$ cat src/rtl/cf_math_pkg.sv
// Common math helpers for index sizing.
package cf_math_pkg;

  // Bits needed to index num_idx items (at least one bit)
  function automatic integer unsigned idx_width(input integer unsigned num_idx);
    return (num_idx > 32'd1) ? unsigned'($clog2(num_idx)) : 32'd1;
  endfunction

endpackage

$ cat src/rtl/fpnew_divsqrt_lane_arbiter_pkg.sv
// Defaults and index helpers for the DIV/SQRT lane arbiter.
package fpnew_divsqrt_lane_arbiter_pkg;

  localparam int unsigned DefaultNumLanes    = 4;
  localparam int unsigned DefaultWidth       = 64;
  localparam int unsigned DefaultMaxInFlight = 2;

  // (idx + off) modulo n, used for round-robin search and pointer advance
  function automatic int unsigned wrap_add(input int unsigned idx, input int unsigned off,
                                           input int unsigned n);
    return (idx + off) % n;
  endfunction

endpackage

$ cat src/rtl/fpnew_pkg.sv
// Floating-point unit shared types used by the DIV/SQRT lane arbiter.
package fpnew_pkg;

  typedef enum logic [3:0] {
    FMADD, FNMSUB, ADD, MUL, DIV, SQRT, SGNJ, MINMAX,
    CMP, CLASSIFY, F2F, F2I, I2F, CPKAB, CPKCD
  } operation_e;

  typedef enum logic [2:0] {
    FP32    = 3'd0,
    FP64    = 3'd1,
    FP16    = 3'd2,
    FP8     = 3'd3,
    FP16ALT = 3'd4
  } fp_format_e;

  typedef enum logic [2:0] {
    RNE = 3'b000,
    RTZ = 3'b001,
    RDN = 3'b010,
    RUP = 3'b011,
    RMM = 3'b100,
    DYN = 3'b111
  } roundmode_e;

  typedef struct packed {
    logic NV;
    logic DZ;
    logic OF;
    logic UF;
    logic NX;
  } status_t;

endpackage

$ cat src/rtl/fpnew_divsqrt_id_fifo.sv
// In-flight lane index FIFO: remembers which lane owns each op inside the slice.
module fpnew_divsqrt_id_fifo #(
  parameter int unsigned Depth     = 2,
  parameter int unsigned DataWidth = 2
) (
  input  logic                 clk_i,
  input  logic                 rst_ni,
  input  logic                 flush_i,
  input  logic                 push_i,
  input  logic [DataWidth-1:0] data_i,
  input  logic                 pop_i,
  output logic [DataWidth-1:0] head_o,
  output logic                 full_o,
  output logic                 empty_o
);

  localparam int unsigned PtrWidth = cf_math_pkg::idx_width(Depth);
  localparam int unsigned CntWidth = $clog2(Depth + 1);

  logic [DataWidth-1:0] mem_q [Depth];
  logic [PtrWidth-1:0]  wr_ptr_q, rd_ptr_q;
  logic [CntWidth-1:0]  cnt_q;
  logic                 do_push, do_pop;

  function automatic logic [PtrWidth-1:0] next_ptr(input logic [PtrWidth-1:0] ptr);
    return (ptr == PtrWidth'(Depth - 1)) ? '0 : ptr + PtrWidth'(1);
  endfunction

  // Full comes from the registered count only: a same-cycle pop never frees a slot
  assign full_o  = (cnt_q == CntWidth'(Depth));
  assign empty_o = (cnt_q == '0);
  assign do_push = push_i & ~full_o;
  assign do_pop  = pop_i & ~empty_o;
  assign head_o  = mem_q[rd_ptr_q];

  // Pointer and occupancy tracking; flush behaves like reset
  always_ff @(posedge clk_i) begin
    if (!rst_ni || flush_i) begin
      wr_ptr_q <= '0;
      rd_ptr_q <= '0;
      cnt_q    <= '0;
    end else begin
      if (do_push) wr_ptr_q <= next_ptr(wr_ptr_q);
      if (do_pop)  rd_ptr_q <= next_ptr(rd_ptr_q);
      case ({do_push, do_pop})
        2'b10:   cnt_q <= cnt_q + CntWidth'(1);
        2'b01:   cnt_q <= cnt_q - CntWidth'(1);
        default: cnt_q <= cnt_q;
      endcase
    end
  end

  // Entry storage; contents are don't-care until written
  always_ff @(posedge clk_i) begin
    if (do_push) mem_q[wr_ptr_q] <= data_i;
  end

endmodule

$ cat src/rtl/fpnew_divsqrt_lane_arbiter.sv
// Round-robin sharing of one multi-cycle DIV/SQRT slice between several lanes,
// with in-order result routing back to the issuing lane.
module fpnew_divsqrt_lane_arbiter
  import fpnew_pkg::*;
  import fpnew_divsqrt_lane_arbiter_pkg::*;
#(
  parameter int unsigned NumLanes    = DefaultNumLanes,
  parameter int unsigned Width       = DefaultWidth,
  parameter int unsigned MaxInFlight = DefaultMaxInFlight,
  parameter type         TagType     = logic
) (
  input  logic                               clk_i,
  input  logic                               rst_ni,
  input  logic [NumLanes-1:0]                lane_valid_i,
  output logic [NumLanes-1:0]                lane_ready_o,
  input  logic [NumLanes-1:0][1:0][Width-1:0] lane_operands_i,
  input  operation_e [NumLanes-1:0]          lane_op_i,
  input  fp_format_e [NumLanes-1:0]          lane_fmt_i,
  input  roundmode_e [NumLanes-1:0]          lane_rnd_i,
  input  TagType [NumLanes-1:0]              lane_tag_i,
  output logic                               unit_valid_o,
  input  logic                               unit_ready_i,
  output logic [1:0][Width-1:0]              unit_operands_o,
  output operation_e                         unit_op_o,
  output fp_format_e                         unit_fmt_o,
  output roundmode_e                         unit_rnd_o,
  output TagType                             unit_tag_o,
  input  logic                               unit_out_valid_i,
  output logic                               unit_out_ready_o,
  input  logic [Width-1:0]                   unit_result_i,
  input  status_t                            unit_status_i,
  input  TagType                             unit_tag_i,
  output logic [NumLanes-1:0]                lane_out_valid_o,
  input  logic [NumLanes-1:0]                lane_out_ready_i,
  output logic [Width-1:0]                   lane_result_o,
  output status_t                            lane_status_o,
  output TagType                             lane_tag_o,
  input  logic                               flush_i,
  output logic                               unit_flush_o,
  output logic                               busy_o
);

  localparam int unsigned IdxWidth = cf_math_pkg::idx_width(NumLanes);

  logic [IdxWidth-1:0] rr_q, rr_d, lock_idx_q, lock_idx_d;
  logic [IdxWidth-1:0] arb_idx, cand_idx, winner, head;
  logic                lock_q, lock_d, found, run, issue, full, empty, pop;

  // Reset and flush both silence every handshake
  assign run = rst_ni & ~flush_i;

  // First requesting lane at or after the round-robin pointer
  always_comb begin
    arb_idx  = rr_q;
    cand_idx = rr_q;
    found    = 1'b0;
    for (int unsigned i = 0; i < NumLanes; i++) begin
      cand_idx = IdxWidth'(wrap_add(32'(rr_q), i, NumLanes));
      if (!found && lane_valid_i[cand_idx]) begin
        arb_idx = cand_idx;
        found   = 1'b1;
      end
    end
  end

  // A stalled issue keeps its winner so the slice sees stable fields
  assign winner       = lock_q ? lock_idx_q : arb_idx;
  assign unit_valid_o = (|lane_valid_i) & ~full & run;
  assign issue        = unit_valid_o & unit_ready_i;

  assign unit_operands_o = lane_operands_i[winner];
  assign unit_op_o       = lane_op_i[winner];
  assign unit_fmt_o      = lane_fmt_i[winner];
  assign unit_rnd_o      = lane_rnd_i[winner];
  assign unit_tag_o      = lane_tag_i[winner];
  assign unit_flush_o    = flush_i;

  // Zero-latency issue acknowledge to the winning lane
  always_comb begin
    lane_ready_o = '0;
    if (issue) lane_ready_o[winner] = 1'b1;
  end

  // Next pointer and lock state
  always_comb begin
    rr_d       = rr_q;
    lock_d     = lock_q;
    lock_idx_d = lock_idx_q;
    if (flush_i) begin
      lock_d = 1'b0;
    end else if (issue) begin
      rr_d   = IdxWidth'(wrap_add(32'(winner), 1, NumLanes));
      lock_d = 1'b0;
    end else if (unit_valid_o) begin
      lock_d     = 1'b1;
      lock_idx_d = winner;
    end
  end

  // Pointer and lock registers
  always_ff @(posedge clk_i) begin
    if (!rst_ni) begin
      rr_q       <= '0;
      lock_q     <= 1'b0;
      lock_idx_q <= '0;
    end else begin
      rr_q       <= rr_d;
      lock_q     <= lock_d;
      lock_idx_q <= lock_idx_d;
    end
  end

  fpnew_divsqrt_id_fifo #(
    .Depth     (MaxInFlight),
    .DataWidth (IdxWidth)
  ) i_id_fifo (
    .clk_i   (clk_i),
    .rst_ni  (rst_ni),
    .flush_i (flush_i),
    .push_i  (issue),
    .data_i  (winner),
    .pop_i   (pop),
    .head_o  (head),
    .full_o  (full),
    .empty_o (empty)
  );

  // Results with no owner (empty FIFO, flush, reset) are accepted and dropped
  assign unit_out_ready_o = (empty | ~run) ? 1'b1 : lane_out_ready_i[head];
  assign pop              = unit_out_valid_i & ~empty & run & lane_out_ready_i[head];
  assign lane_result_o    = unit_result_i;
  assign lane_status_o    = unit_status_i;
  assign lane_tag_o       = unit_tag_i;
  assign busy_o           = (|lane_valid_i) | ~empty;

  // Route the returning result to the lane at the FIFO head
  always_comb begin
    lane_out_valid_o = '0;
    if (unit_out_valid_i && !empty && run) lane_out_valid_o[head] = 1'b1;
  end

`ifndef SYNTHESIS
  // Flag results arriving while nothing is in flight
  always_ff @(posedge clk_i) begin
    if (rst_ni && !flush_i) begin
      assert (!(unit_out_valid_i && empty))
        else $warning("slice result with no owning lane was drained");
    end
  end
`endif

endmodule

$ cat config.mk
export PLATFORM = sky130hd
export DESIGN_NAME = fpnew_divsqrt_lane_arbiter
export DESIGN_NICKNAME = d
export VERILOG_FILES = /design/src/rtl/cf_math_pkg.sv /design/src/rtl/fpnew_divsqrt_lane_arbiter_pkg.sv /design/src/rtl/fpnew_pkg.sv /design/src/rtl/fpnew_divsqrt_id_fifo.sv /design/src/rtl/fpnew_divsqrt_lane_arbiter.sv
export SDC_FILE = /design/constraint.sdc
export NUM_CORES = 1
export LEC_CHECK = 0
export BUFFER_PORTS_ARGS = -buffer_cell sky130_fd_sc_hd__buf_2
export CAP_MARGIN = 5
export CORE_AREA = 5 5 331 333
export CTS_BUF_LIST = sky130_fd_sc_hd__clkbuf_4 sky130_fd_sc_hd__clkbuf_8 sky130_fd_sc_hd__clkbuf_16
export CTS_CLUSTER_DIAMETER = 30
export DETAILED_ROUTE_END_ITERATION = 10
export DIE_AREA = 0 0 336 338
export PLACE_DENSITY = 0.36
export SETUP_SLACK_MARGIN = 0.15
export SYNTH_ARGS = -nofsm -noshare
export SYNTH_HDL_FRONTEND = slang
export SYNTH_SLANG_ARGS = --single-unit
$ cat constraint.sdc
create_clock -name clk_i -period 3.8 [get_ports clk_i]
set_clock_uncertainty 0.15 [all_clocks]
set_input_delay 1.14 -clock clk_i [delete_from_list [all_inputs] [get_ports clk_i]]
set_output_delay 1.14 -clock clk_i [all_outputs]
set_load 0.01 [all_outputs]
==> impl_metrics.tcl, run 1 <==
set metrics [dict create \
    hold_path_class "reg -> reg" \
    cts.path.max_buffers 2 \
    grt_max_degree 14 \
    finalSetupTns_ps -61700 \
    synth_compound_area_frac 0.0240 \
    drc 0 \
    synth_xor_area_frac 0.00595 \
    drive_gt1_frac 0.780 \
    clock_sink_count 14 \
    worst-path-max-fanout 9 \
    fmax_ghz 0.228 \
    min_period_ps 4390 \
    tightestPinTransition_ps 421 \
    yosysSeqAreaShare 0.0544 \
    port_buffers 719 \
    synth_cell_types 41 \
    syn_area_um2 5890 \
    path_class "in -> out" \
    multiInputGateArea_um2 6370 \
    slew_headroom 0.719 \
    vias 8316 \
    grt_pass1_vias 8832 \
    synth-edff-count 4 \
    end_kind "primary output" \
    start_kind "input port" \
    synthAdderAreaFrac 0.00212 \
    netlist.area_leader.share 0.712 \
    fin_crit_sh 1.16 \
    syn_inst 628 \
    synth_nets 1268 \
    htree_levels 1 \
    dieArea_um2 114000 \
    synth_most_common_cell "mux2i_1" \
    antenna_found_initial 53 \
    drtIter0Drc 231 \
    maxSlewViolCount 0 \
    nets 2036 \
    fp.dieW_um 336 \
    totalWireLength_um 68200 \
    leakage_nw 7.04 \
    viasPerCell 2.96 \
    netlist_top_cells_count "mux2i_1, buf_4, buf_2, nor2_1, buf_6" \
    numCtsBuffers 3 \
    synth_area_leaders "mux2i_1, buf_4, dfxtp_1" \
    avgRoutedWirePerCell_um 24.2 \
    powerDensity_nw_per_um2 234 \
    synth_area_per_cell_um2 9.38 \
    setup_viol 143 \
    ios 860 \
    fp-row-count 120 \
    fin_area_um2 14900 \
    finalHoldWorstSlack_ps 340 \
    rsz0062_at_grt "yes" \
    gr-total-overflow 0 \
    grt.total_usage 0.111 \
    synth_ff_type "dfxtp_1" \
    violations "negative setup slack" \
    cts_root_buf "clkbuf_16" \
    fp.coreArea_um2 106000 \
    gp_congestion 0.770 \
    dr.pass1.iters 4 \
    cp.required_ps 2510 \
    dpl.hpwl_um 59600 \
    arrival_ps 3100 \
    drv_cap 0 \
    cts_tree "built" \
    postLayoutSetupSlackWorst_ps -590 \
    yosys_register_bits 14 \
    synth_top_family_by_area "multiplexers" \
    ir_drop_v 0.000138 \
    async_reset_ff_frac 0 \
    hold_viol_final 0 \
    clk_pin_slew_worst_paths_ps 40 \
    clock_latency_ps 240 \
    fillers 12181 \
    chipHeight_um 338 \
    dpl_cell_area_um2 11600 \
    grt_first_pass_wirelength_um 84400 \
    synthMuxAreaShare 0.719 \
    yosys_warnings 0 \
    synth-simple-area-share 0.0403 \
    seq_area_um2 320 \
    area_delta_synth_final_pct 153 \
    initial_core_util 0.0554 \
    status "finished with violations" \
    synth.largest_area_cell "mux2i_1" \
    drtAntennaViolNets 0 \
]
==> per-stage QoR <==
step / util / total power, mW / cells / setup WS, ps
after floorplan: - / 1.23 / 628 / -29.1
after global placement: 0.109 / 2.43 / 2738 / -1030
after detailed placement: 0.109 / 2.43 / 2738 / -1030
after CTS: 0.133 / 3.41 / 2782 / -579
after global routing: 0.140 / 3.70 / 2802 / -640
final: 0.140 / 3.49 / 2814 / -590
==> cell families after synthesis <==
group | Yosys count
AND/OR/NAND/NOR | 44
AO/OA/AOI/OAI | 18
buffers and inverters | 125
adder cells (fa/ha/maj) | 1
flip-flops | 14
XOR/XNOR | 4
multiplexers | 422
==> worst paths after layout <==
check	startpoint	endpoint	slack [ps]	cells past startpoint
hold / removal	lock_idx_q[0]	lock_idx_q[0]	340	1
setup reg to reg	rr_q[1]	rr_q[1]	1210	12
setup / recovery	lane_valid_i[2]	unit_operands_o[53]	-590	12
hold reg to reg	lock_idx_q[0]	lock_idx_q[0]	340	1
==> timing repair <==
| action | CTS | global route |
|---|---|---|
| pin swaps | 6 | 4 |
| hold buffers | 0 | 0 |
| gates resized for setup | 394 | 120 |
| setup buffers | 26 | 16 |
| setup endpoints to repair | 143 | 146 |
| gates cloned | 14 | 1 |
| hold endpoints to repair | 0 | 0 |
==> final cells by class <==
| type | count | share of cell area |
|---|---|---|
| repair buffers | 883 | 0.425 |
| multi-input cells | 489 | 0.427 |
| clock buffers | 4 | 0.00553 |
| well taps | 1403 | 0.118 |
| diodes | 16 | 0.00268 |
| inverters | 5 | 0.00126 |
| flip-flops and latches | 14 | 0.0215 |
==> state kept, by name (all words and copies together), names as in the netlist, named ones only <==
| name | cells |
|---|---|
| i_id_fifo.cnt_q | 2 |
| i_id_fifo.mem_q | 4 |
| i_id_fifo.rd_ptr_q | 1 |
| i_id_fifo.wr_ptr_q | 1 |
| lock_idx_q | 2 |
| lock_q | 1 |
| rr_q | 2 |
==> routing by layer <==
metal / wire length (µm) / part of all wire / vias to the layer above / GRT usage
li1: - / - / 3839 / -
met1: 29300 / 0.43 / 3829 / 0.143
met2: 31400 / 0.46 / 526 / 0.186
met3: 5550 / 0.081 / 104 / 0.0313
met4: 1890 / 0.028 / 18 / 0.0187
met5: 124 / 0.0018 / - / 0
==> cell usage in the layout (no fill, tap or decap), types with 2 or more instances in the layout <==
master and count:
dfxtp_1 10, nor4bb_1 2, edfxtp_1 4, diode_2 16, or3_1 2, nor2b_4 3, nand2_1 6, nor4_1 2
o21ai_0 2, buf_6 86, mux2i_1 241, inv_2 2, buf_4 98, inv_1 3, o21ai_2 2, nor2_1 12
buf_2 627, o211a_1 2, buf_12 34, nor2b_1 2, a21oi_2 2, buf_16 19, mux2i_4 103, mux2i_2 75
nand2b_1 2, xnor2_1 3, and2_1 2, buf_8 18, clkbuf_16 4
==> report_power, final <==
part | internal (mW) | total [mW] | switching (mW) | leakage, nW
registers | 0.159 | 0.164 | 0.00470 | 0.118
logic | 1.64 | 3.12 | 1.48 | 6.88
clock network | 0.149 | 0.207 | 0.0582 | 0.0417
==> worst max-delay path, cell delays in order <==
cell	delay, ps
buf_8	100
nor2b_4	110
o21ai_2	180
a41oi_4	140
buf_6	140
buf_12	140
buf_12	120
buf_16	150
buf_12	180
mux2i_4	190
mux2i_4	300
buf_6	160
Note: power is estimated with default switching activity, not from simulation.
==> inputs of run 2 (changes only) <==
--- a/config.mk
+++ b/config.mk
@@ -8,7 +8,6 @@
 export BUFFER_PORTS_ARGS = -buffer_cell sky130_fd_sc_hd__buf_2
 export CAP_MARGIN = 5
 export CORE_AREA = 5 5 331 333
-export CTS_BUF_LIST = sky130_fd_sc_hd__clkbuf_4 sky130_fd_sc_hd__clkbuf_8 sky130_fd_sc_hd__clkbuf_16
 export CTS_CLUSTER_DIAMETER = 30
 export DETAILED_ROUTE_END_ITERATION = 10
 export DIE_AREA = 0 0 336 338
==> impl_metrics.tcl, run 2 (synthesized netlist as in run 1, its figures left out) <==
set metrics [dict create \
    fmax_ghz 0.228 \
    arrival_ps 3100 \
    min_period_ps 4390 \
    r2r-start "rr_q[1]" \
    drive_gt1_frac 0.779 \
    area_delta_synth_final_pct 153 \
    slowest_stage "mux2i_4" \
    path_buf_inv 7 \
    end_kind "primary output" \
    antenna_found_initial 53 \
    drc 0 \
    p_comb_frac 0.895 \
    cp.required_ps 2510 \
    hold_path_class "reg -> reg" \
    largest_reg_flops 4 \
    fin_crit_sh 1.15 \
    ios 860 \
    gp_congestion 0.770 \
    power_frac_seq 0.047 \
    power_switching_mw 1.55 \
    drtAntennaViolNets 0 \
    htree_levels 1 \
    numCtsBuffers 3 \
    min_to "lock_idx_q[0]" \
    cts_root_buf "clkbuf_16" \
    status "finished with violations" \
    grt_pass1_vias 8825 \
    avgRoutedWirePerCell_um 24.2 \
    dpl.hpwl_um 59600 \
    drv_cap 0 \
    totalWireLength_um 68200 \
    postLayoutSetupSlackWorst_ps -588 \
    viasPerCell 2.96 \
    chipHeight_um 338 \
    rsz0062_at_grt "yes" \
    instances_no_fill 2814 \
    final_cell_mix "buf_2, mux2i_1, mux2i_4, buf_4, buf_6" \
    gr-total-overflow 0 \
    tightestPinTransition_ps 421 \
    cts_tree "built" \
    clock_sink_count 14 \
    initial_core_util 0.0554 \
    path_class "in -> out" \
    intPower_mw 1.94 \
    switching_share 0.444 \
    reg2reg_to "rr_q[1]" \
    grt_max_degree 14 \
    fillers 12181 \
    setup_viol 143 \
    finalHoldWorstSlack_ps 340 \
    clock_latency_ps 240 \
    min_from "lock_idx_q[0]" \
    cp_slowest_stage_delay_ps 300 \
    place_inst 2738 \
    grt.total_usage 0.111 \
    start_kind "input port" \
    final_util 0.140 \
    violations "negative setup slack" \
    grt_first_pass_wirelength_um 84400 \
    hold_viol_final 0 \
    dieArea_um2 114000 \
    ir_drop_v 0.000112 \
    fp.coreArea_um2 106000 \
    fp-row-count 120 \
    drtIter0Drc 227 \
    mostFrequentLayoutCell "buf_2" \
    dr.pass1.iters 4 \
    regMostFlops "i_id_fifo.mem_q" \
    reg2reg_depth 12 \
    path_depth 12 \
    worstHoldPathCells 1 \
    cts.path.max_buffers 2 \
    nets 2036 \
    maxSlewViolCount 0 \
    leakage_nw 7.04 \
    worstPathCellList "buf_8 > nor2b_4 > o21ai_2 > a41oi_4 > buf_6 > buf_12 > buf_12 > buf_16 > buf_12 > mux2i_4 > mux2i_4 > buf_6" \
    postCtsHoldBufs 0 \
    fp.dieW_um 336 \
    slew_headroom 0.719 \
    path_common_cell "buf_12" \
    rrSetupSlack_ps 1210 \
    worst-path-max-fanout 9 \
    clock_power_share 0.058 \
    vias 8318 \
    port_buffers 719 \
    powerDensity_nw_per_um2 234 \
    clk_pin_slew_worst_paths_ps 40 \
    path_delay_family "buffers and inverters" \
]
run 2: cell counts in the layout (fill, tap and decap cells not counted):
Identical to the previous run, type by type.
run 2: final cells by class:
cell class | count | area [µm²] | area share
antenna | 16 | 40.0 | 0.00268
clock buffer | 4 | 78.8 | 0.00528
inverter | 5 | 18.8 | 0.00126
multi-input combinational | 489 | 6370 | 0.427
sequential | 14 | 320 | 0.0215
tap | 1403 | 1760 | 0.118
timing repair buffer | 883 | 6340 | 0.425
run 2: routing by layer:
layer | vias up | GRT usage | wire length, µm
met1 | 3830 | 0.143 | 29300
met5 | - | 0 | 124
met3 | 104 | 0.0313 | 5550
met2 | 527 | 0.186 | 31400
met4 | 18 | 0.0187 | 1890
li1 | 3839 | - | -
run 2: stage by stage:
stage          instance area, µm²  total power [mW]  setup WS (ps)  setup TNS, ps
2_1_floorplan                6110              1.23          -29.1          -2500
3_3_place_gp                11600              2.43          -1030         -81920
3_5_place_dp                11600              2.43          -1030         -82380
4_1_cts                     14100              3.40           -579         -66820
5_1_grt                     14900              3.69           -640         -71940
6_report                    14900              3.49           -588         -61670
run 2: timing repair:
item,4_1_cts,5_1_grt
endpoints found under the setup margin,143,146
pin swaps,6,4
gates resized for setup,394,120
gates cloned,14,1
setup buffers,26,16
run 2: power groups by stage:
stage                     clock network [mW]  logic, mW  registers, mW
after detailed placement                   0       2.27          0.166
after CTS                              0.207       3.03          0.163
after global placement                     0       2.27          0.166
after floorplan                            0       1.07          0.164
after global routing                   0.215       3.31          0.164
final                                  0.202       3.12          0.164
run 2: worst max-delay path by stage:
stage               startpoint                    to
4_1_cts        lane_valid_i[3]   unit_operands_o[93]
5_1_grt        lane_valid_i[0]       lane_ready_o[3]
3_5_place_dp   lane_valid_i[0]   unit_operands_o[93]
2_1_floorplan  lane_valid_i[0]  unit_operands_o[100]
6_report       lane_valid_i[2]   unit_operands_o[53]
3_3_place_gp   lane_valid_i[0]   unit_operands_o[93]
==> inputs of run 3 (changes only) <==
--- a/config.mk
+++ b/config.mk
@@ -11,7 +11,6 @@
 export CTS_CLUSTER_DIAMETER = 30
 export DETAILED_ROUTE_END_ITERATION = 10
 export DIE_AREA = 0 0 336 338
-export PLACE_DENSITY = 0.36
 export SETUP_SLACK_MARGIN = 0.15
 export SYNTH_ARGS = -nofsm -noshare
 export SYNTH_HDL_FRONTEND = slang
==> impl_metrics.tcl, run 3 (synthesized netlist as in run 1, its figures left out) <==
set metrics [dict create \
    clock_sink_count 14 \
    rsz0062_at_grt "yes" \
    postLayoutSetupSlackWorst_ps -536 \
    tightestPinTransition_ps 593 \
    final_util 0.134 \
    min_period_ps 4340 \
    intPower_mw 1.81 \
    finalHoldWorstSlack_ps 359 \
    arrival_ps 3050 \
    fin_area_um2 14300 \
    drtIter0Drc 241 \
    dieArea_um2 114000 \
    leakage_nw 6.82 \
    drv_cap 0 \
    place_inst 2734 \
    path_class "in -> out" \
    dpl.hpwl_um 64900 \
    chipHeight_um 338 \
    area_delta_synth_final_pct 143 \
    worst-path-max-fanout 14 \
    regMostFlops "i_id_fifo.mem_q" \
    drc 0 \
    start_kind "input port" \
    cp.required_ps 2510 \
    hold_viol_final 0 \
    violations "negative setup slack" \
    htree_levels 1 \
    cts_tree "built" \
    numCtsBuffers 3 \
    slew_headroom 0.601 \
    powerDensity_nw_per_um2 229 \
    gp_congestion 0.770 \
    fin_crit_sh 1.14 \
    vias 8446 \
    mostFrequentLayoutCell "buf_2" \
    grt.total_usage 0.115 \
    antenna_found_initial 100 \
    final_cell_mix "buf_2, mux2i_1, buf_4, mux2i_2, buf_6" \
    end_kind "primary output" \
    fp.dieW_um 336 \
    viasPerCell 3.00 \
    totalWireLength_um 70800 \
    ir_drop_v 0.000157 \
    ios 860 \
    setup_viol 143 \
    power_frac_seq 0.050 \
    grt_first_pass_wirelength_um 85700 \
    avgRoutedWirePerCell_um 25.2 \
    fp.coreArea_um2 106000 \
    fmax_ghz 0.231 \
    finalPower_mw 3.28 \
    instances_no_fill 2814 \
    drive_gt1_frac 0.769 \
    gr-total-overflow 0 \
    switching_share 0.447 \
    p_comb_frac 0.882 \
    drtAntennaViolNets 0 \
    status "finished with violations" \
    fp-row-count 120 \
    clock_latency_ps 250 \
    cts_root_buf "clkbuf_16" \
    hold_path_class "reg -> reg" \
    nets 2016 \
    clock_power_share 0.068 \
    power_switching_mw 1.46 \
    maxSlewViolCount 0 \
    grt_max_degree 18 \
    clk_pin_slew_worst_paths_ps 50 \
    postCtsHoldBufs 0 \
    initial_core_util 0.0554 \
    grt_pass1_vias 8665 \
    cts.path.max_buffers 2 \
    largest_reg_flops 4 \
    dr.pass1.iters 4 \
    dpl_cell_area_um2 11600 \
    port_buffers 719 \
]
run 3: cell types whose count changed in the layout (fill, tap and decap cells not counted), moves of 4 or more:
| cell | previous run | this run |
|---|---|---|
| diode_2 | 16 | 36 |
| mux2i_1 | 241 | 255 |
| mux2i_4 | 103 | 77 |
| mux2i_2 | 75 | 87 |
| buf_16 | 19 | 15 |
| buf_6 | 86 | 78 |
| buf_12 | 34 | 22 |
| buf_8 | 18 | 14 |
run 3: power groups by stage:
stage	sequential (mW)	clock, mW	combinational (mW)
after CTS	0.163	0.227	2.83
after global placement	0.165	0	2.26
final	0.164	0.222	2.89
after detailed placement	0.166	0	2.28
after floorplan	0.164	0	1.07
after global routing	0.164	0.231	3.07
run 3: what timing repair did:
action | 4_1_cts | 5_1_grt
setup buffers | 24 | 7
resized for setup | 313 | 111
endpoints found under the hold margin | 0 | 0
pin swaps | 7 | 6
gates cloned | 8 | 1
setup endpoints to repair | 144 | 150
run 3: path summary, 6_finish.rpt:
check                                startpoint             endpoint  slack (ps)  cells past startpoint
worst min register to register    lock_idx_q[0]        lock_idx_q[0]         360                      1
worst max register to register         register   i_id_fifo.cnt_q[1]        1270                      7
worst max-delay path            lane_valid_i[0]  unit_operands_o[65]        -540                      9
worst min-delay path              lock_idx_q[0]        lock_idx_q[0]         360                      1
run 3: cell type report:
type | count | area (µm²)
multi-input combinational | 489 | 6100
fill | 12157 | 92000
timing repair buffer | 863 | 5920
tap | 1403 | 1760
clock buffer | 4 | 88.8
antenna | 36 | 90.1
inverter | 5 | 18.8
sequential | 14 | 320
run 3: critical path, stage by stage:
cell,delay [ps]
buf_8,100
mux2_4,290
o22a_1,220
o2111ai_4,270
nand2_8,120
buf_12,190
bufbuf_16,320
mux2i_1,180
buf_2,160
run 3: routing by layer:
layer | track usage | vias up | share of wire
li1 | - | 3823 | -
met1 | 0.134 | 3833 | 0.40
met2 | 0.182 | 586 | 0.44
met3 | 0.0761 | 140 | 0.14
met4 | 0.0127 | 64 | 0.018
met5 | 0 | - | 0.0058
run 3: stage by stage:
step,TNS (ps),setup slack (ps)
after floorplan,-2500,-29.1
after CTS,-66520,-554
final,-60800,-536
after detailed placement,-82730,-975
after global routing,-70840,-587
after global placement,-89570,-1030
